## src/rtl/button_pkg.sv

```systemverilog
// button_pkg: shared state encoding and 50 MHz default timing for button_event_gen.
package button_pkg;
  typedef enum logic [1:0] {
    IDLE      = 2'd0,
    PRESSED   = 2'd1,
    LONG_HELD = 2'd2,
    WAIT_REL  = 2'd3
  } state_e;
  localparam int LONG_PRESS_CYCLES_DFLT = 25000000;
  localparam int REPEAT_CYCLES_DFLT     = 5000000;
  localparam int CNT_W_DFLT             = 25;
endpackage

```

## src/rtl/button_event_gen.sv

```systemverilog
// button_event_gen: turns a debounced button level into press/release/long/repeat strobes.
// Auto-repeat strobes exist only when BUTTON_EVENT_AUTO_REPEAT_EN is defined.
module button_event_gen
  import button_pkg::*;
#(
  parameter int LONG_PRESS_CYCLES = LONG_PRESS_CYCLES_DFLT,
  parameter int REPEAT_CYCLES     = REPEAT_CYCLES_DFLT,
  parameter int CNT_W             = CNT_W_DFLT
) (
  input  logic clk,
  input  logic resetn,
  input  logic btn_level,
  input  logic enable,
  output logic press_pulse,
  output logic release_pulse,
  output logic long_pulse,
  output logic repeat_pulse,
  output logic held
);
  localparam int MAX_CYC = LONG_PRESS_CYCLES > REPEAT_CYCLES ? LONG_PRESS_CYCLES : REPEAT_CYCLES;
  if (LONG_PRESS_CYCLES < 2 || REPEAT_CYCLES < 2 || (longint'(1) << CNT_W) <= longint'(MAX_CYC)) begin : g_bad_cfg
    $error("button_event_gen: illegal timing parameters");
  end
  state_e           state_q, state_d;
  logic [CNT_W-1:0] cnt_q, cnt_d;
  logic             press_q, press_d, rel_q, rel_d, long_q, long_d, rep_q, rep_d, held_q, held_d;
  always_comb begin
    state_d = state_q;
    cnt_d   = cnt_q;
    press_d = 1'b0;
    rel_d   = 1'b0;
    long_d  = 1'b0;
    rep_d   = 1'b0;
    if (!enable) begin
      state_d = btn_level ? WAIT_REL : IDLE;
      cnt_d   = '0;
    end else begin
      case (state_q)
        IDLE: if (btn_level) begin
          state_d = PRESSED;
          press_d = 1'b1;
          cnt_d   = '0;
        end
        PRESSED: if (!btn_level) begin
          state_d = IDLE;
          rel_d   = 1'b1;
          cnt_d   = '0;
        end else if (cnt_q == CNT_W'(LONG_PRESS_CYCLES - 1)) begin
          state_d = LONG_HELD;
          long_d  = 1'b1;
          cnt_d   = '0;
        end else begin
          cnt_d = cnt_q + CNT_W'(1);
        end
        LONG_HELD: if (!btn_level) begin
          state_d = IDLE;
          rel_d   = 1'b1;
          cnt_d   = '0;
`ifdef BUTTON_EVENT_AUTO_REPEAT_EN
        end else if (cnt_q == CNT_W'(REPEAT_CYCLES - 1)) begin
          rep_d = 1'b1;
          cnt_d = '0;
        end else begin
          cnt_d = cnt_q + CNT_W'(1);
        end
`else
        end else begin
          cnt_d = '0;
        end
`endif
        default: if (!btn_level) begin
          state_d = IDLE;
          cnt_d   = '0;
        end
      endcase
    end
    held_d = (state_d == PRESSED) || (state_d == LONG_HELD);
  end
  always_ff @(posedge clk or negedge resetn) begin
    if (!resetn) begin
      state_q <= IDLE;
      cnt_q   <= '0;
      press_q <= 1'b0;
      rel_q   <= 1'b0;
      long_q  <= 1'b0;
      rep_q   <= 1'b0;
      held_q  <= 1'b0;
    end else begin
      state_q <= state_d;
      cnt_q   <= cnt_d;
      press_q <= press_d;
      rel_q   <= rel_d;
      long_q  <= long_d;
      rep_q   <= rep_d;
      held_q  <= held_d;
    end
  end
  assign press_pulse   = press_q;
  assign release_pulse = rel_q;
  assign long_pulse    = long_q;
  assign repeat_pulse  = rep_q;
  assign held          = held_q;
endmodule

```

## config.mk

```make
export PLATFORM = sky130hd
export DESIGN_NAME = button_event_gen
export DESIGN_NICKNAME = d
export VERILOG_FILES = /design/src/rtl/button_pkg.sv /design/src/rtl/button_event_gen.sv
export SDC_FILE = /design/constraint.sdc
export NUM_CORES = 1
export LEC_CHECK = 0
export ABC_CLOCK_PERIOD_IN_PS = 2500
export CAP_MARGIN = 20
export CORE_MARGIN = 4
export CORE_UTILIZATION = 45
export DETAILED_ROUTE_END_ITERATION = 12
export PLACE_DENSITY = 0.66
export SLEW_MARGIN = 20
export SYNTH_ARGS = -nofsm -noshare
export SYNTH_HDL_FRONTEND = slang
export SYNTH_SLANG_ARGS = --single-unit
export TNS_END_PERCENT = 100
```

## constraint.sdc

```tcl
create_clock -name clk -period 2.5 [get_ports clk]
set_clock_uncertainty 0.2 [all_clocks]
set_input_delay 0.5 -clock clk [delete_from_list [all_inputs] [get_ports clk]]
set_output_delay 0.5 -clock clk [all_outputs]
set_load 0.1 [all_outputs]
```

==> impl_metrics.toml, run 1 <==
[setup_path]
cpPeakStageDelay_ps = 590
path_cells = "or4bb_1 -> or4_4 -> buf_4 -> nor3_4 -> o21ai_0 -> a22o_1"
path_class = "flop to flop"
slowest_stage = "or4_4"
end_kind = "flop"
path_buf_inv = 1
cp_top_family = "simple AND/OR/NAND/NOR gates"
cp-start-kind = "flop"
cp_data_required_time_ps = 2470
crit_fanout = 4
cp.arrival_ps = 2460

[yosys]
ys.warnings.count = 0
avgSynthCellArea_um2 = 9.32
ys_types = 45
synthFlopType = "dfrtp_1"
synthesis.nets = 196
netlist_area_um2 = 1760
yosysSeqAreaShare_pct = 44.0
synth_edf_count = 0
synth_cells = 189
synth-seq-cells = 31
async_reset_ff_share_pct = 100

[finish]
diodes = 0
post_route_cells_drive_above_1_share_pct = 24.1
nNetsFinal = 234
layout.cells.most_common = "buf_4"
multi_input_comb_area_um2 = 972
num-fill-cells = 315
utilization_pct = 60.4
layout_common_cells = "33 x buf_4, 31 x dfrtp_1, 20 x nor2_1"
final_area_um2 = 2250
area_growth_pct = 27.5
regArea_um2 = 776

[sta]
rsz0062_at_grt = "yes"
setup_viol = 0
period_needed_ps = 2490
holdWs_ps = 342
fmaxAchievable_mhz = 401
finalCritPeriodShare_pct = 99.8
final.setup.worst_slack_ps = 5.55
hold_viol = 0
slew_viol_final = 0

[placed_design]
post-dp-hpwl_um = 2950
portBuffers = 7
gp_congestion = 0.852
dpl-instance-area_um2 = 2060
pre_cts_ws_ps = -79.7

[power]
p_leak_uw = 0.00102
irDropWorstVdd_v = 0.000331
total_power_uw = 1230
cellPowerDensity_nw_per_um2 = 547

[clock_network]
htreeDepth = 2
cts_buffers = 5
clock-root-buffer = "clkbuf_8"
clock_path_buffers = 2
cts_hold_buf = 0
clk_latency_ps = 280
clkTransAtPathRegs_ps = 70
cts_tree = "done"
clock-sinks = 31

[die]
io_pins = 9
die-height_um = 70.6
row_count = 22
dieArea_um2 = 4980
start_util_pct = 47.4
fp.dieW_um = 70.6
core_area_um2 = 3720

[detailed_routing]
drt_iter0_drc = 147
detail_route.wl_per_cell_um = 15.2
drtPass1Iterations = 4
num_vias = 1599
drt_drc_violations_left = 0
drtAntennaViolNets = 0
wirelength_um = 4190
viasPerCell = 5.79

[min_path]
min_path_type = "flop to flop"

[global_route]
grt-ovfl-total = 0
grt_util_all_layers_pct = 16.7
antenna_found_initial = 0
first_global_vias = 1551
grt_max_degree = 32
grt_pass1_wl_um = 6670

[job]
cap_violations = 0

[run_status]
status = "finished, final reports clean"
[per-layer routing]
layer  up-vias  part of all wire (%)  GRT usage (%)
met4         0                   2.4           8.35
met2        56                    48           26.5
met3        13                   6.6           5.11
met1       771                    43           20.6
li1        759                     -              -
met5         -                     0              0
[registers in the layout, indices dropped and copies added, names as in the netlist]
signal and flops:
press_pulse 1, state_q 2, cnt_q 25, release_pulse 1, held 1, long_pulse 1
[Yosys cell counts (4+ instances only)]
| cell | count | area share, % |
|---|---|---|
| nand3_1 | 13 | 3.7 |
| nand2_1 | 15 | 3.2 |
| a22o_1 | 7 | 3.5 |
| nor3_1 | 6 | 1.7 |
| nor2_1 | 20 | 4.3 |
| nand4_1 | 10 | 3.6 |
| nor2b_1 | 4 | 1.4 |
| inv_1 | 6 | 1.3 |
| and3_1 | 8 | 2.8 |
| xor2_1 | 14 | 7.0 |
| dfrtp_1 | 31 | 44 |
| o21ai_1 | 5 | 1.4 |
| o21ai_0 | 6 | 1.7 |
[cell type report]
class,instances,area share (%)
Multi-Input combinational cell,146,43.3
Sequential cell,31,34.5
Timing Repair Buffer,37,13.3
Clock buffer,6,3.68
Tap cell,48,2.67
Clock inverter,2,1.56
Inverter,6,1.00
[kinds of logic after synthesis]
family / Yosys count / share of synthesized area (%)
DFF: 31 / 44.0
buffers and inverters: 13 / 3.98
and+or+nand+nor: 97 / 30.6
adders and majority gates: 3 / 2.13
other: 1 / 0.213
xor gates and xnor gates: 15 / 7.46
AOI/OAI and AO/OA: 28 / 10.9
muxes: 1 / 0.639
[path summary, 6_finish.rpt]
check / start / endpoint / slack [ps] / cells after the start
setup / recovery: cnt_q[9]$_DFFE_PN0P_ / state_q[0]$_DFF_PN0_ / 6 / 6
hold / removal: cnt_q[24]$_DFFE_PN0P_ / cnt_q[24]$_DFFE_PN0P_ / 340 / 2
setup reg to reg: cnt_q[9]$_DFFE_PN0P_ / state_q[0]$_DFF_PN0_ / 6 / 6
hold reg to reg: cnt_q[24]$_DFFE_PN0P_ / cnt_q[24]$_DFFE_PN0P_ / 340 / 2
max in group asynchronous: resetn / cnt_q[7]$_DFFE_PN0P_ / 1400 / 2
min in group asynchronous: resetn / cnt_q[17]$_DFFE_PN0P_ / 410 / 2
[report_power, final]
part	internal, uW	total (uW)	leakage (uW)	switching (uW)
sequential	512	520	0.000427	8.50
combinational	70.5	203	0.000535	132
clock	322	507	0.0000612	184
total	904	1230	0.00102	325
[through the flow]
| step | setup TNS (ps) | cells |
|---|---|---|
| 2_1_floorplan | 0 | 189 |
| 3_3_place_gp | -858 | 266 |
| 3_5_place_dp | -1310 | 266 |
| 4_1_cts | -26.6 | 274 |
| 5_1_grt | -137 | 276 |
| 6_report | 0 | 276 |
[worst reg2reg max path, stage by stage, from the launching register on]
cell	delay, ps
dfrtp_1	400
or4bb_1	520
or4_4	590
buf_4	170
nor3_4	170
o21ai_0	130
a22o_1	200
[what timing repair did]
action	CTS	global route
buffers inserted	0	1
pin swaps	1	4
endpoints found under the setup margin	21	23
cloned	0	1
gates resized for setup	3	6
No activity file was read; power rests on OpenSTA's default activity.
==> inputs of run 2 (changes only) <==
Settings changed: CORE_UTILIZATION 45 to 30, PLACE_DENSITY 0.66 to 0.48.
==> run 2 against run 1 <==
Effect of this change: the flow now finishes with violations (negative setup slack); final cell count rose by 8.7%; core utilization shrank 19 points; highest routed layer unchanged; largest power group unchanged; critical endpoint is now cnt_q[14]$_DFFE_PN0P_; first-iteration DRC count is 29% lower; combinational power up 12%; register-to-register slack barely moved; worst setup slack worse by 11 ps; sequential power is essentially flat; critical path type unchanged; global-route usage decreased by 3.7 points.
==> impl_metrics.toml, run 2 (synthesis gave the netlist of run 1 again) <==
[sta]
finalCritPeriodShare_pct = 100
fmaxAchievable_mhz = 399
rsz0062_at_grt = "yes"
setup_viol = 3
slew_viol_final = 0
period_needed_ps = 2510
hold_viol = 0
final.setup.worst_slack_ps = -5.49
holdWs_ps = 358

[detailed_routing]
drtPass1Iterations = 4
detail_route.wl_per_cell_um = 14.7
drt_iter0_drc = 104
viasPerCell = 5.05
num_vias = 1514
wirelength_um = 4410
drtAntennaViolNets = 0
drt_drc_violations_left = 0

[finish]
utilization_pct = 41.4
post_route_cells_drive_above_1_share_pct = 29.8
layout_common_cells = "31 x dfrtp_1, 30 x buf_4, 15 x nand2_1"
diodes = 0
regArea_um2 = 776
largest_reg_flops = 25
layout.cells.most_common = "dfrtp_1"
multi_input_comb_area_um2 = 1010
top_register = "cnt_q"
stdcell_count = 300
area_growth_pct = 31.9
top_regs = "cnt_q x25, state_q x2"
nNetsFinal = 235
num-fill-cells = 576

[setup_path]
cp_data_required_time_ps = 2470
end_kind = "flop"
crit_fanout = 7
cp-start-kind = "flop"
cp.arrival_ps = 2480
path_class = "flop to flop"

[run_status]
violations = "negative setup slack"
status = "complete, but fails checks"

[placed_design]
placedCellCount = 288
pre_cts_ws_ps = -91.7
gp_congestion = 0.805
post-dp-hpwl_um = 3020
portBuffers = 7

[min_path]
min_path_type = "flop to flop"

[clock_network]
clock-root-buffer = "clkbuf_8"
clock_path_buffers = 2
cts_hold_buf = 0
clock-sinks = 31
clkTransAtPathRegs_ps = 60
clk_latency_ps = 290
cts_buffers = 5
htreeDepth = 2
cts_tree = "done"

[die]
die-height_um = 84.6
core_area_um2 = 5610
io_pins = 9
start_util_pct = 31.4
dieArea_um2 = 7160
fp.dieW_um = 84.6
row_count = 27

[power]
cellPowerDensity_nw_per_um2 = 497
total_power_uw = 1150
p_leak_uw = 0.00102
irDropWorstVdd_v = 0.000210

[global_route]
first_global_vias = 1484
grt-ovfl-total = 0
grt_max_degree = 32
grt_util_all_layers_pct = 13.0
antenna_found_initial = 0
grt_pass1_wl_um = 7460

[job]
cap_violations = 0
run 2: final cells by class:
cell class	instances	area share (%)
inverters	6	0.969
flip-flops and latches	31	33.4
well taps	72	3.88
multi-input cells	146	43.6
repair buffers	38	14.4
clock inverters	1	0.215
clock buffers	6	3.55
run 2: worst paths after layout:
path | startpoint | end | slack, ps | cells after the start
max in group asynchronous | resetn | cnt_q[22]$_DFFE_PN0P_ | 1370 | 2
worst min-delay path | cnt_q[1]$_DFFE_PN0P_ | cnt_q[1]$_DFFE_PN0P_ | 360 | 2
worst max register to register | cnt_q[7]$_DFFE_PN0P_ | cnt_q[14]$_DFFE_PN0P_ | -5 | 6
worst max-delay path | cnt_q[7]$_DFFE_PN0P_ | cnt_q[14]$_DFFE_PN0P_ | -5 | 6
min in group asynchronous | resetn | state_q[1]$_DFF_PN0_ | 410 | 2
worst min register to register | cnt_q[1]$_DFFE_PN0P_ | cnt_q[1]$_DFFE_PN0P_ | 360 | 2
run 2: power breakdown:
group / switching (uW) / internal [uW] / leakage [uW]
Clock: 191 / 216 / 0.0000470
Sequential: 8.56 / 512 / 0.000427
Combinational: 143 / 84.4 / 0.000548
Total: 342 / 812 / 0.00102
run 2: what timing repair did:
action	4_1_cts	5_1_grt
gates cloned	1	1
resized for setup	3	27
setup endpoints to repair	22	25
endpoints found under the hold margin	0	0
buffers inserted	2	1
pin swaps	5	8
run 2: stage by stage:
| step | instance area [um2] | TNS, ps |
|---|---|---|
| 5_1_grt | 2320 | -660 |
| 6_report | 2320 | -11.4 |
| 3_5_place_dp | 2080 | -1710 |
| 4_1_cts | 2210 | 0 |
| 3_3_place_gp | 2080 | -1060 |
| 2_1_floorplan | 1760 | 0 |
run 2: per-layer routing:
| layer | GRT usage (%) | share of wire, % | vias up |
|---|---|---|---|
| met5 | 0 | 0 | - |
| met4 | 3.88 | 1.3 | 0 |
| met3 | 3.43 | 3.5 | 6 |
| met2 | 19.5 | 47 | 23 |
| met1 | 18.4 | 49 | 723 |
| li1 | - | - | 762 |
run 2: worst max-delay path, cell delays in order (launching register included):
cell and delay [ps]:
dfrtp_1 390, or4bb_1 540, or4_4 580, o21ai_4 250, and2_4 230, clkbuf_16 170, nor2_2 40
==> inputs of run 3 (changes only) <==
Settings changed: CORE_UTILIZATION 30 to 53, PLACE_DENSITY 0.48 to 0.75.
==> run 3 against run 2 <==
Effect of this change: the flow still finishes with violations (negative setup slack); register-to-register slack got worse by 20 ps; critical endpoint is now cnt_q[5]$_DFFE_PN0P_; largest power group unchanged; hold slack lost 19 ps; critical path type unchanged; non-clock buffer count grew 5; die area is 40% lower; routed wire length grew 0.18%; cell area fell by 1.1%; count of clock-buffer cells in the layout unchanged; first-iteration DRC count up 61%; critical path depth is the same; highest routed layer unchanged; combinational power rose by 2%.
==> impl_metrics.toml, run 3 (synthesis gave the netlist of run 1 again) <==
[run_status]
status = "complete, but fails checks"
violations = "negative setup slack"

[detailed_routing]
detail_route.wl_per_cell_um = 16.0
viasPerCell = 5.71
num_vias = 1583
drt_iter0_drc = 167
drtPass1Iterations = 4
wirelength_um = 4420
drtAntennaViolNets = 0
drt_drc_violations_left = 0

[setup_path]
r2r_end = "cnt_q[5]$_DFFE_PN0P_"
cp_data_required_time_ps = 2540
path_class = "flop to flop"
cp.arrival_ps = 2560
rr_startpoint = "cnt_q[6]$_DFFE_PN0P_"
crit_fanout = 7
rr_worst_depth = 6
rrSetupSlack_ps = -20
end_kind = "flop"
cp-start-kind = "flop"

[power]
cellPowerDensity_nw_per_um2 = 510
p_sw_uw = 335
share_seq_of_total_power_pct = 44.4
comb_power_share_pct = 19.9
irDropWorstVdd_v = 0.000357
p_int_uw = 837
switching_share_pct = 28.6
p_leak_uw = 0.00106
total_power_uw = 1170
power_frac_clock_pct = 35.7

[finish]
layout_common_cells = "36 x buf_4, 31 x dfrtp_1, 15 x nand2_1"
post_route_cells_drive_above_1_share_pct = 27.9
layout.cells.most_common = "buf_4"
largest_reg_flops = 25
final_area_um2 = 2300
num-fill-cells = 223
top_regs = "cnt_q x25, state_q x2"
diodes = 0
utilization_pct = 73.4
top_register = "cnt_q"
nNetsFinal = 239
area_growth_pct = 30.4

[die]
dieArea_um2 = 4310
core_area_um2 = 3130
start_util_pct = 56.3
io_pins = 9
fp.dieW_um = 65.7
die-height_um = 65.7
row_count = 20

[placed_design]
portBuffers = 7
post-dp-hpwl_um = 3060
gp_congestion = 0.865
dpl-instance-area_um2 = 2070

[clock_network]
cts_buffers = 5
clkTransAtPathRegs_ps = 110
cts_tree = "done"
htreeDepth = 2
clock-sinks = 31
clock_path_buffers = 2
cts_hold_buf = 0
clock-root-buffer = "clkbuf_4"
clk_latency_ps = 340

[global_route]
grt_util_all_layers_pct = 22.5
grt_max_degree = 32
antenna_found_initial = 0
grt_pass1_wl_um = 7400
grt-ovfl-total = 0
first_global_vias = 1597

[job]
cap_violations = 0

[sta]
final.setup.worst_slack_ps = -21.8
hold_viol = 0
setup_viol = 11
period_needed_ps = 2520
finalCritPeriodShare_pct = 101
slew_viol_final = 0
fmaxAchievable_mhz = 397
rsz0062_at_grt = "yes"

[min_path]
min_path_type = "input port to async pin"
[run 3: cell types whose count changed in the layout (fill, tap and decap cells not counted), sizes merged]
cell	delta
buf	+5
bufinv	+1
o21ai	-1
[run 3: cell type report]
class / instances / area (um2) / share of cell area (%)
clock buffer: 6 / 51.3 / 2.23
clock inverter: 2 / 35.0 / 1.53
inverter: 6 / 22.5 / 0.980
multi-input combinational: 145 / 990 / 43.1
sequential: 31 / 776 / 33.8
tap: 44 / 55.1 / 2.40
timing repair buffer: 43 / 368 / 16.0
[run 3: repair_timing]
action                                  CTS  global route
setup buffers                             3             2
pin swaps                                 4             8
resized for setup                         3            18
cloned                                    0             1
endpoints found under the setup margin   22            24
[run 3: power by group through the flow]
stage	sequential, uW	combinational (uW)	clock, uW
after detailed placement	530	196	0
after global placement	529	188	0
after global routing	522	249	455
final	520	233	419
after floorplan	563	94.7	0
after CTS	520	201	427
[run 3: how the worst max path moves through the flow]
| stage | from | to | slack (ps) | depth (start not counted) |
|---|---|---|---|---|
| 6_report | cnt_q[6]$_DFFE_PN0P_ | cnt_q[5]$_DFFE_PN0P_ | -20 | 6 |
| 5_1_grt | cnt_q[10]$_DFFE_PN0P_ | cnt_q[3]$_DFFE_PN0P_ | -90 | 6 |
| 4_1_cts | cnt_q[6]$_DFFE_PN0P_ | cnt_q[9]$_DFFE_PN0P_ | 3 | 6 |
| 3_5_place_dp | cnt_q[6]$_DFFE_PN0P_ | cnt_q[9]$_DFFE_PN0P_ | -110 | 6 |
| 3_3_place_gp | cnt_q[6]$_DFFE_PN0P_ | cnt_q[9]$_DFFE_PN0P_ | -70 | 6 |
| 2_1_floorplan | cnt_q[6]$_DFFE_PN0P_ | cnt_q[0]$_DFFE_PN0P_ | 50 | 6 |
[run 3: stage by stage]
step | setup WS [ps] | hold slack (ps) | setup TNS, ps | std cells
2_1_floorplan | 54.4 | 4.41 | 0 | 189
3_3_place_gp | -72.9 | 330 | -493 | 263
3_5_place_dp | -111 | 340 | -1630 | 263
4_1_cts | 2.90 | 343 | 0 | 274
5_1_grt | -86.0 | 358 | -1380 | 277
6_report | -21.8 | 339 | -137 | 277
[run 3: critical path, cell delays in order (launching register included)]
cell and delay [ps]:
dfrtp_1 400, or4b_4 540, or4_4 590, o21ai_4 260, buf_4 190, o21ai_1 70, a22o_1 190
[run 3: layer usage]
metal	GRT usage, %	wire length, um	vias to the layer above
met5	0	0	-
met4	8.29	80	0
met3	6.15	213	9
met2	38.0	2210	40
met1	27.1	1910	764
li1	-	-	770
